## config.mk

```make
export PLATFORM = sky130hd
export DESIGN_NAME = div_ctrl
export DESIGN_NICKNAME = d
export VERILOG_FILES = /design/src/rtl/div_ctrl.sv
export SDC_FILE = /design/constraint.sdc
export NUM_CORES = 1
export LEC_CHECK = 0
export CELL_PAD_IN_SITES_DETAIL_PLACEMENT = 1
export CELL_PAD_IN_SITES_GLOBAL_PLACEMENT = 2
export CORE_ASPECT_RATIO = 1.1
export CORE_MARGIN = 1
export CORE_UTILIZATION = 34
export DETAILED_ROUTE_END_ITERATION = 10
export GPL_TIMING_DRIVEN = 0
export MAX_ROUTING_LAYER = met4
export PLACE_DENSITY_LB_ADDON = 0.2
export SLEW_MARGIN = 20
export SYNTH_ARGS = -nofsm -noshare
export SYNTH_HDL_FRONTEND = slang
export SYNTH_SLANG_ARGS = --single-unit
```

## constraint.sdc

```tcl
create_clock -name clk -period 4 [get_ports clk]
set_clock_uncertainty 0.1 [all_clocks]
set_input_delay 0.8 -clock clk [delete_from_list [all_inputs] [get_ports clk]]
set_output_delay 0.8 -clock clk [all_outputs]
set_load 0.005 [all_outputs]
```

## src/rtl/div_ctrl.sv

```systemverilog
// div_ctrl -- multi-cycle integer divide controller (DIV / DIVU).
//
// Restoring shift-subtract divider on operand magnitudes, one quotient bit
// per cycle, followed by a sign-fix cycle. Holds the pipeline via stall_EX
// while a divide is in flight and pulses done when lo/hi are valid.
//
// Ports
//   clk          sole clock, rising edge
//   rst          asynchronous reset, active low
//   start        divide instruction present in EX (sampled only in IDLE)
//   is_signed    1 = DIV, 0 = DIVU (sampled with start)
//   dividend     numerator   (sampled with start)
//   divisor      denominator (sampled with start)
//   stall_EX     hold fetch/EX while the divide is in flight
//   lo           quotient register
//   hi           remainder register
//   done         one-cycle pulse, lo/hi valid
//   div_by_zero  qualifies done, divisor was zero
//
// Build option
//   DIV_SIGNED_EN  defined: is_signed honoured, FIX applies sign correction.
//                  undefined: every divide is unsigned, FIX passes through.
//
// State | Meaning
// ------+--------------------------------------------------------------
// IDLE  | waiting for start; latches operands on start
// RUN   | one restoring step per cycle, WIDTH steps (counter 0..WIDTH-1)
// FIX   | sign correction of quotient/remainder, loads lo/hi
// DONE  | done pulse for one cycle, then back to IDLE

module div_ctrl #(
    parameter int WIDTH = 32
) (
    input  logic             clk,
    input  logic             rst,
    input  logic             start,
    input  logic             is_signed,
    input  logic [WIDTH-1:0] dividend,
    input  logic [WIDTH-1:0] divisor,
    output logic             stall_EX,
    output logic [WIDTH-1:0] lo,
    output logic [WIDTH-1:0] hi,
    output logic             done,
    output logic             div_by_zero
);

    localparam logic [1:0] S_IDLE = 2'd0;
    localparam logic [1:0] S_RUN  = 2'd1;
    localparam logic [1:0] S_FIX  = 2'd2;
    localparam logic [1:0] S_DONE = 2'd3;

    logic [1:0]       state_q, state_d;
    logic [5:0]       cnt_q, cnt_d;
    logic [WIDTH-1:0] quo_q, quo_d;
    logic [WIDTH-1:0] rem_q, rem_d;
    logic [WIDTH-1:0] dvs_q, dvs_d;
    logic             negq_q, negq_d;
    logic             negr_q, negr_d;
    logic             dbz_q, dbz_d;
    logic [WIDTH-1:0] lo_q, lo_d;
    logic [WIDTH-1:0] hi_q, hi_d;

    logic             signed_op;

`ifdef DIV_SIGNED_EN
    assign signed_op = is_signed;
`else
    logic unused_is_signed;
    assign signed_op        = 1'b0;
    assign unused_is_signed = is_signed;
`endif

    logic             dvd_neg, dvs_neg;
    logic [WIDTH-1:0] dvd_mag, dvs_mag;

    assign dvd_neg = signed_op & dividend[WIDTH-1];
    assign dvs_neg = signed_op & divisor[WIDTH-1];
    assign dvd_mag = dvd_neg ? (~dividend + 1'b1) : dividend;
    assign dvs_mag = dvs_neg ? (~divisor + 1'b1) : divisor;

    // Partial remainder stays below the divisor, so the shifted value fits in
    // WIDTH+1 bits and the top bit of the difference is the borrow.
    logic [WIDTH:0] rem_sh, diff;

    assign rem_sh = {rem_q, quo_q[WIDTH-1]};
    assign diff   = rem_sh - {1'b0, dvs_q};

    always_comb begin
        state_d = state_q;
        cnt_d   = cnt_q;
        quo_d   = quo_q;
        rem_d   = rem_q;
        dvs_d   = dvs_q;
        negq_d  = negq_q;
        negr_d  = negr_q;
        dbz_d   = dbz_q;
        lo_d    = lo_q;
        hi_d    = hi_q;

        case (state_q)
            S_IDLE: begin
                if (start) begin
                    cnt_d = '0;
                    if (divisor == '0) begin
                        lo_d    = '1;
                        hi_d    = dividend;
                        dbz_d   = 1'b1;
                        state_d = S_DONE;
                    end else begin
                        quo_d   = dvd_mag;
                        rem_d   = '0;
                        dvs_d   = dvs_mag;
                        negq_d  = dvd_neg ^ dvs_neg;
                        negr_d  = dvd_neg;
                        dbz_d   = 1'b0;
                        state_d = S_RUN;
                    end
                end
            end
            S_RUN: begin
                if (!diff[WIDTH]) begin
                    rem_d = diff[WIDTH-1:0];
                    quo_d = {quo_q[WIDTH-2:0], 1'b1};
                end else begin
                    rem_d = rem_sh[WIDTH-1:0];
                    quo_d = {quo_q[WIDTH-2:0], 1'b0};
                end
                cnt_d = cnt_q + 6'd1;
                if (cnt_q == 6'(WIDTH - 1)) begin
                    state_d = S_FIX;
                end
            end
            S_FIX: begin
                lo_d    = negq_q ? (~quo_q + 1'b1) : quo_q;
                hi_d    = negr_q ? (~rem_q + 1'b1) : rem_q;
                state_d = S_DONE;
            end
            default: begin
                state_d = S_IDLE;
            end
        endcase
    end

    always_ff @(posedge clk or negedge rst) begin
        if (!rst) begin
            state_q <= S_IDLE;
            cnt_q   <= '0;
            quo_q   <= '0;
            rem_q   <= '0;
            dvs_q   <= '0;
            negq_q  <= 1'b0;
            negr_q  <= 1'b0;
            dbz_q   <= 1'b0;
            lo_q    <= '0;
            hi_q    <= '0;
        end else begin
            state_q <= state_d;
            cnt_q   <= cnt_d;
            quo_q   <= quo_d;
            rem_q   <= rem_d;
            dvs_q   <= dvs_d;
            negq_q  <= negq_d;
            negr_q  <= negr_d;
            dbz_q   <= dbz_d;
            lo_q    <= lo_d;
            hi_q    <= hi_d;
        end
    end

    assign done        = (state_q == S_DONE);
    assign div_by_zero = done & dbz_q;
    assign stall_EX    = ((state_q == S_IDLE) & start) | (state_q == S_RUN) | (state_q == S_FIX);
    assign lo          = lo_q;
    assign hi          = hi_q;

endmodule

```

**After elaboration in Yosys (flattened, before gate mapping)**

Index checks and enable logic that the tools add are counted.

- Flip-flop bits (word level): 169
- Bits of input ports: 68
- Output and inout bits: 67
- Word-level logic and storage cells: 54

- $add $sub $neg: 2
- Equal/unequal tests: 8
- Mux-type cells: 21
- Bitwise gates (word level): 5
- Reductions and logical operators: 10

Operators by type and width:

| operator | number |
|---|---|
| two-way mux 32 bit | 9 |
| case mux 32 bit (2 select lines) | 4 |
| subtractor 33 x 32 -> 33 bit | 1 |
| zero test 32 bit | 1 |
| case mux 6 bit (2 select lines) | 1 |
| AND reduction 3 bit | 3 |
| != test 2 bit (second input constant) | 4 |
| adder 6 x 1 -> 6 bit (second input constant) | 1 |
| == test 6 x 5 -> 1 bit (second input constant) | 1 |
| two-way mux 2 bit | 3 |
| two-way mux 6 bit | 1 |
| case mux 2 bit (3 select lines) | 1 |
| AND reduction 2 bit | 3 |
| == test 2 bit (second input constant) | 2 |
| nonzero test 2 bit | 2 |
| bitwise AND 1 bit | 2 |
| == test 2 x 1 -> 1 bit (second input constant) | 1 |
| zero test 2 bit | 1 |
| two-way mux 1 bit | 2 |
| OR 1 bit | 2 |
| NOT 1 bit | 1 |

**Depth between registers and ports, before layout**

Gate-level depths: netlist of the first run.

- Depth in word-level cells: 4
- Depth in mapped cells: 13
- Mapped depth without buffers: 12

**Least setup slack after synthesis of the first run**

OpenSTA, ideal clock, no wires.

- Path type: reg-to-reg
- Start point: reg quo_q[31]
- End point: reg rem_q[10]
- Library setup time: 0.132 ns
- Data arrival time: 2.796 ns
- Required time: 3.768 ns
- Slack: 0.972 ns
- Stages on the path, launching flop included: 14
- Path buffers: 1
- Clock period less this slack: 3.028 ns
- Path through: dfrtp_1 -> inv_1 -> ha_1 -> inv_1 -> fa_1 -> a21oi_1 -> o211ai_1 -> a211oi_2 -> o21ai_2 -> o21ai_4 -> xnor2_4 -> buf_6 -> mux2i_1 -> o21ai_1

- Word-level cells in the longest chain between the ends: 3

RTL lines:

| element | line | text |
|---|---|---|
| start, declared | 54 | `logic [WIDTH-1:0] quo_q, quo_d;` |
| start signal, assigned | 159 | `quo_q <= quo_d;` |
| subtractor 33 x 32 -> 33 bit | 86 | `assign diff = rem_sh - {1'b0, dvs_q};` |
| two-way mux 32 bit | 121 | `if (!diff[WIDTH]) begin` |
| case mux 32 bit (2 select lines) | 100 | `case (state_q)` |
| end signal, assigned | 160 | `rem_q <= rem_d;` |
| end, declared | 55 | `logic [WIDTH-1:0] rem_q, rem_d;` |

No other way between the ends.
A chain may end at the register's enable or synchronous reset.

**Final worst setup path of the first run**

- Start point: reg state_q[0]
- End point: out stall_EX

- Word-level cells in the longest chain between the ends: 4
- Elaborated cells on any way between the ends: 6
- Classes of those cells: eq/ne: 2; bitwise: 3; reduce/logical: 1

RTL lines:

| element | line | text |
|---|---|---|
| start, declared | 52 | `logic [1:0] state_q, state_d;` |
| start signal, assigned | 157 | `state_q <= state_d;` |
| zero test 2 bit | 172 | `assign stall_EX = ((state_q == S_IDLE) & start) \| (state_q == S_RUN) \| (state_q == S_FIX);` |
| bitwise AND 1 bit | 172 |  |
| OR 1 bit | 172 |  |
| OR 1 bit (*) | 172 |  |
| end, declared | 40 | `output logic stall_EX,` |

Every way passes the cells marked *; elsewhere a longest branch is shown, timed or not.

==> results.md, run 1 <==
- FILL cells: around 3200
- Worst-skew pair later-pin latency: roughly 0.44 ns
- Vias in the first global route: around 7900
- Core ar.: around 0.028 sq mm
- CP max FO: 10
- Maximum vdd drop: ~270 uV
- Mapped Cells: approximately 1000
- Pleak: between 5 and 6 nW
- Outcome: finished, violations left
- GRT overflow: 0
- CP Data Arrival Time: ~2.9 ns
- Synthesized net count: around 1100
- Share of cells above drive strength 1: 0.08199
- Worst-Margin Slew: between 0.8 and 0.9 ns
- Flops & latches, synth: approximately 170
- Clock Sinks: roughly 170
- DRC violations left: 2
- Kind of critical path: reg2out
- Placed cell count: 1515
- Ant diodes: 0
- Period utilization: 0.9461
- Initial antenna violation count: 0
- Power Internal: 5.713 mW
- Psw: between 4 and 5 mW
- Final Setup Violations: 0
- Resized Gates After CTS: 5
- Final core utilization: 0.4333
- Syn Area/Cell: 9.384 sq um
- Maxcap violations: 0
- Slew HR: 0.4262
- 1st-iter DRT viols: 320
- Asr flop ratio synth: 1.000
- H-tree level count: 4
- TritonCTS Buffers: 17
- Worst Hold Class: in2async
- Failing checks: design-rule violations
- Clock Path Buffers: 2
- Met2 Usage GRT: 0.3501
- Setup Buffers After CTS: 0
- Nets: around 1300
- Routed via count: 7847
- Sequential power share: 0.302
- Post-synth EDFFs: 0
- Drt wl/cell: between 15 and 20 um
- Switching share of power: 0.4305
- Largest net degree at the start of global routing: about 90
- RSZ-0062 raised after global routing: false
- Area growth, synth to finish: 25.68%
- Die height: approximately 180 um
- Final setup TNS: 0 ns
- WL final: around 29000 um
- CP endpoint kind: output port
- Netlist Area Pre-Place: approximately 0.0096 sq mm
- Finished Layout Cells: 1546
- DRT antenna net count: 0
- CTS root buf: clkbuf_16
- Worst setup SP type: flop
- Most common cell after layout, fill and taps aside: dfrtp_1
- Synthesis Warnings: 0
- F_max: around 260 MHz
- Reg clk slew, reported paths: around 0.070 ns
- Global route hottest layer: met2
- Grt met3 use: 0.02945
- Die width: between 150 and 200 um
- Starting Density: 0.3448
- Req. time, crit path: 3.10 ns
- Fin crit period: between 3 and 4 ns
- Yosys cell types: 67
- GP Congestion: ~0.8
- Top_reg_cell synth: dfrtp_1
- GRT Util Overall: 0.2138
- Met1 usage: 0.2822
- IO Port Bufs: around 130
- # IOs: between 100 and 150
- Drt pass-1 iters: 9
- Via-per-instance ratio: 5.076
- Final hold vios: 0
- Power, Total: roughly 10 mW
- Reg2Reg Setup Slack: 0.25 ns
- Reg2Reg Depth: 13
- Placed wire-length estimate: 22420 um
- Die area: 0.02877 sq mm
- First-pass GRT wire length: ~46000 um
- TritonCTS clock tree: done
- Post-synthesis sequential area ratio: 0.4427
- Pins Over Slew Limit: 0
- Clock power frac: 0.176
- Most frequent cells in the layout: dfrtp_1, clkdlybuf4s50_1, nor2_1, nand2_1, mux2i_1
- Comb pwr share: 0.523
- Pwr Density: roughly 840 mW/mm^2
- Hold-fix buffers, CTS: 0
- Site Rows: 64
[metal layers]
layer	up-vias	wire, um
li1	3879	-
met1	3849	13790
met2	109	13900
met3	10	824
met4	0	136
met5	-	0
[logic make-up after synthesis]
group | count (synthesis) | share of synthesized area
adders and majority gates | 39 | 0.05187
buffers and inverters | 140 | 0.05842
muxes | 123 | 0.1331
and+or+nand+nor | 263 | 0.1208
xor gates and xnor gates | 32 | 0.03130
AOI/OAI and AO/OA | 252 | 0.1619
DFF | 169 | 0.4427
[through the flow]
stage / worst slack, ns / hold WS (ns) / area, sq um
after floorplan: 0.9719 / 0.3387 / 9553
after global placement: -5.354 / 0.3695 / 11340
after detailed placement: -0.7652 / 0.3950 / 11370
after CTS: 0.07664 / 0.2898 / 12000
after global routing: 0.0009717 / 0.3032 / 12010
final: 0.2156 / 0.2324 / 12010
[power by group through the flow]
stage,logic (mW),clock network [mW],registers (mW)
after detailed placement,5.26,0,3.07
after CTS,5.30,1.80,3.04
after floorplan,3.53,0,2.86
after global routing,5.85,1.86,3.14
final,5.24,1.76,3.03
after global placement,5.18,0,3.05
[worst max-delay path, cell delays in order (launching register included)]
cell and delay, ns:
dfrtp_1 0.43, inv_1 0.13, ha_1 0.15, clkbuf_1 0.15
clkdlybuf4s15_2 0.50, buf_2 0.39, nor2_1 0.09, nand2_1 0.11
clkdlybuf4s50_1 0.51
[Yosys cell counts (3+ instances only)]
| library cell | n | share of area |
|---|---|---|
| inv_1 | 77 | 0.030 |
| nand2_1 | 91 | 0.036 |
| o311ai_0 | 4 | 0.0037 |
| o211ai_1 | 4 | 0.0031 |
| nand4_1 | 9 | 0.0059 |
| a32oi_1 | 5 | 0.0046 |
| mux2i_1 | 91 | 0.095 |
| o21a_1 | 3 | 0.0024 |
| mux2_2 | 32 | 0.038 |
| dfrtp_1 | 169 | 0.44 |
| clkbuf_1 | 44 | 0.017 |
| ha_1 | 38 | 0.050 |
| o2111ai_1 | 3 | 0.0028 |
| buf_2 | 6 | 0.0031 |
| o21ai_0 | 65 | 0.034 |
| buf_1 | 7 | 0.0028 |
| nor2_1 | 96 | 0.038 |
| a21o_1 | 10 | 0.0079 |
| nor3_1 | 13 | 0.0068 |
| xor2_1 | 11 | 0.010 |
| xnor2_1 | 20 | 0.018 |
| nor4_1 | 12 | 0.0079 |
| nand3_1 | 20 | 0.010 |
| nand2b_1 | 4 | 0.0026 |
| a31oi_1 | 32 | 0.021 |
| o21ai_1 | 19 | 0.010 |
| and3_1 | 3 | 0.0020 |
| and2_1 | 5 | 0.0033 |
| a21oi_1 | 70 | 0.037 |
[sequential cells by signal (all words and copies together), names as in the netlist]
register / count
state_q: 2
hi: 32
rem_q: 32
quo_q: 32
dbz_q: 1
lo: 32
cnt_q: 6
dvs_q: 32
[final timing paths]
kind                                               to                   start
max in group asynchronous          hi[26]$_DFFE_PN0P_                     rst
worst max-delay path                         stall_EX  state_q[0]$_DFFE_PN0P_
min in group clk                dvs_q[18]$_DFFE_PN0P_   dvs_q[18]$_DFFE_PN0P_
worst max register to register  rem_q[19]$_DFFE_PN0P_   quo_q[31]$_DFFE_PN0P_
worst min-delay path                lo[3]$_DFFE_PN0P_                     rst
worst min register to register  dvs_q[18]$_DFFE_PN0P_   dvs_q[18]$_DFFE_PN0P_
[layout make-up]
| type | instances | area [sq um] | area share |
|---|---|---|---|
| sequential | 169 | 4229 | 0.3522 |
| multi-input combinational | 709 | 4773 | 0.3976 |
| inverter | 77 | 289.0 | 0.02407 |
| buffer | 62 | 279.0 | 0.02324 |
| clock buffer | 19 | 452.9 | 0.03772 |
| timing repair buffer | 134 | 1364 | 0.1136 |
| clock inverter | 13 | 165.2 | 0.01376 |
| tap | 363 | 454.2 | 0.03783 |
Power figures use the tool's default switching activity.
==> run 2: changes to the inputs <==
--- a/config.mk
+++ b/config.mk
@@ -5,6 +5,7 @@
 export SDC_FILE = /design/constraint.sdc
 export NUM_CORES = 1
 export LEC_CHECK = 0
+export CAP_MARGIN = 15
 export CELL_PAD_IN_SITES_DETAIL_PLACEMENT = 1
 export CELL_PAD_IN_SITES_GLOBAL_PLACEMENT = 2
 export CORE_ASPECT_RATIO = 1.1
==> results of run 2 <==
The final DEF is identical to that of run 1; final timing and power are the same.
==> run 3: changes to the inputs <==
--- a/config.mk
+++ b/config.mk
@@ -5,7 +5,7 @@
 export SDC_FILE = /design/constraint.sdc
 export NUM_CORES = 1
 export LEC_CHECK = 0
-export CAP_MARGIN = 15
+export CAP_MARGIN = 20
 export CELL_PAD_IN_SITES_DETAIL_PLACEMENT = 1
 export CELL_PAD_IN_SITES_GLOBAL_PLACEMENT = 2
 export CORE_ASPECT_RATIO = 1.1
==> results of run 3 <==
The final DEF is identical to that of run 1; final timing and power are the same.
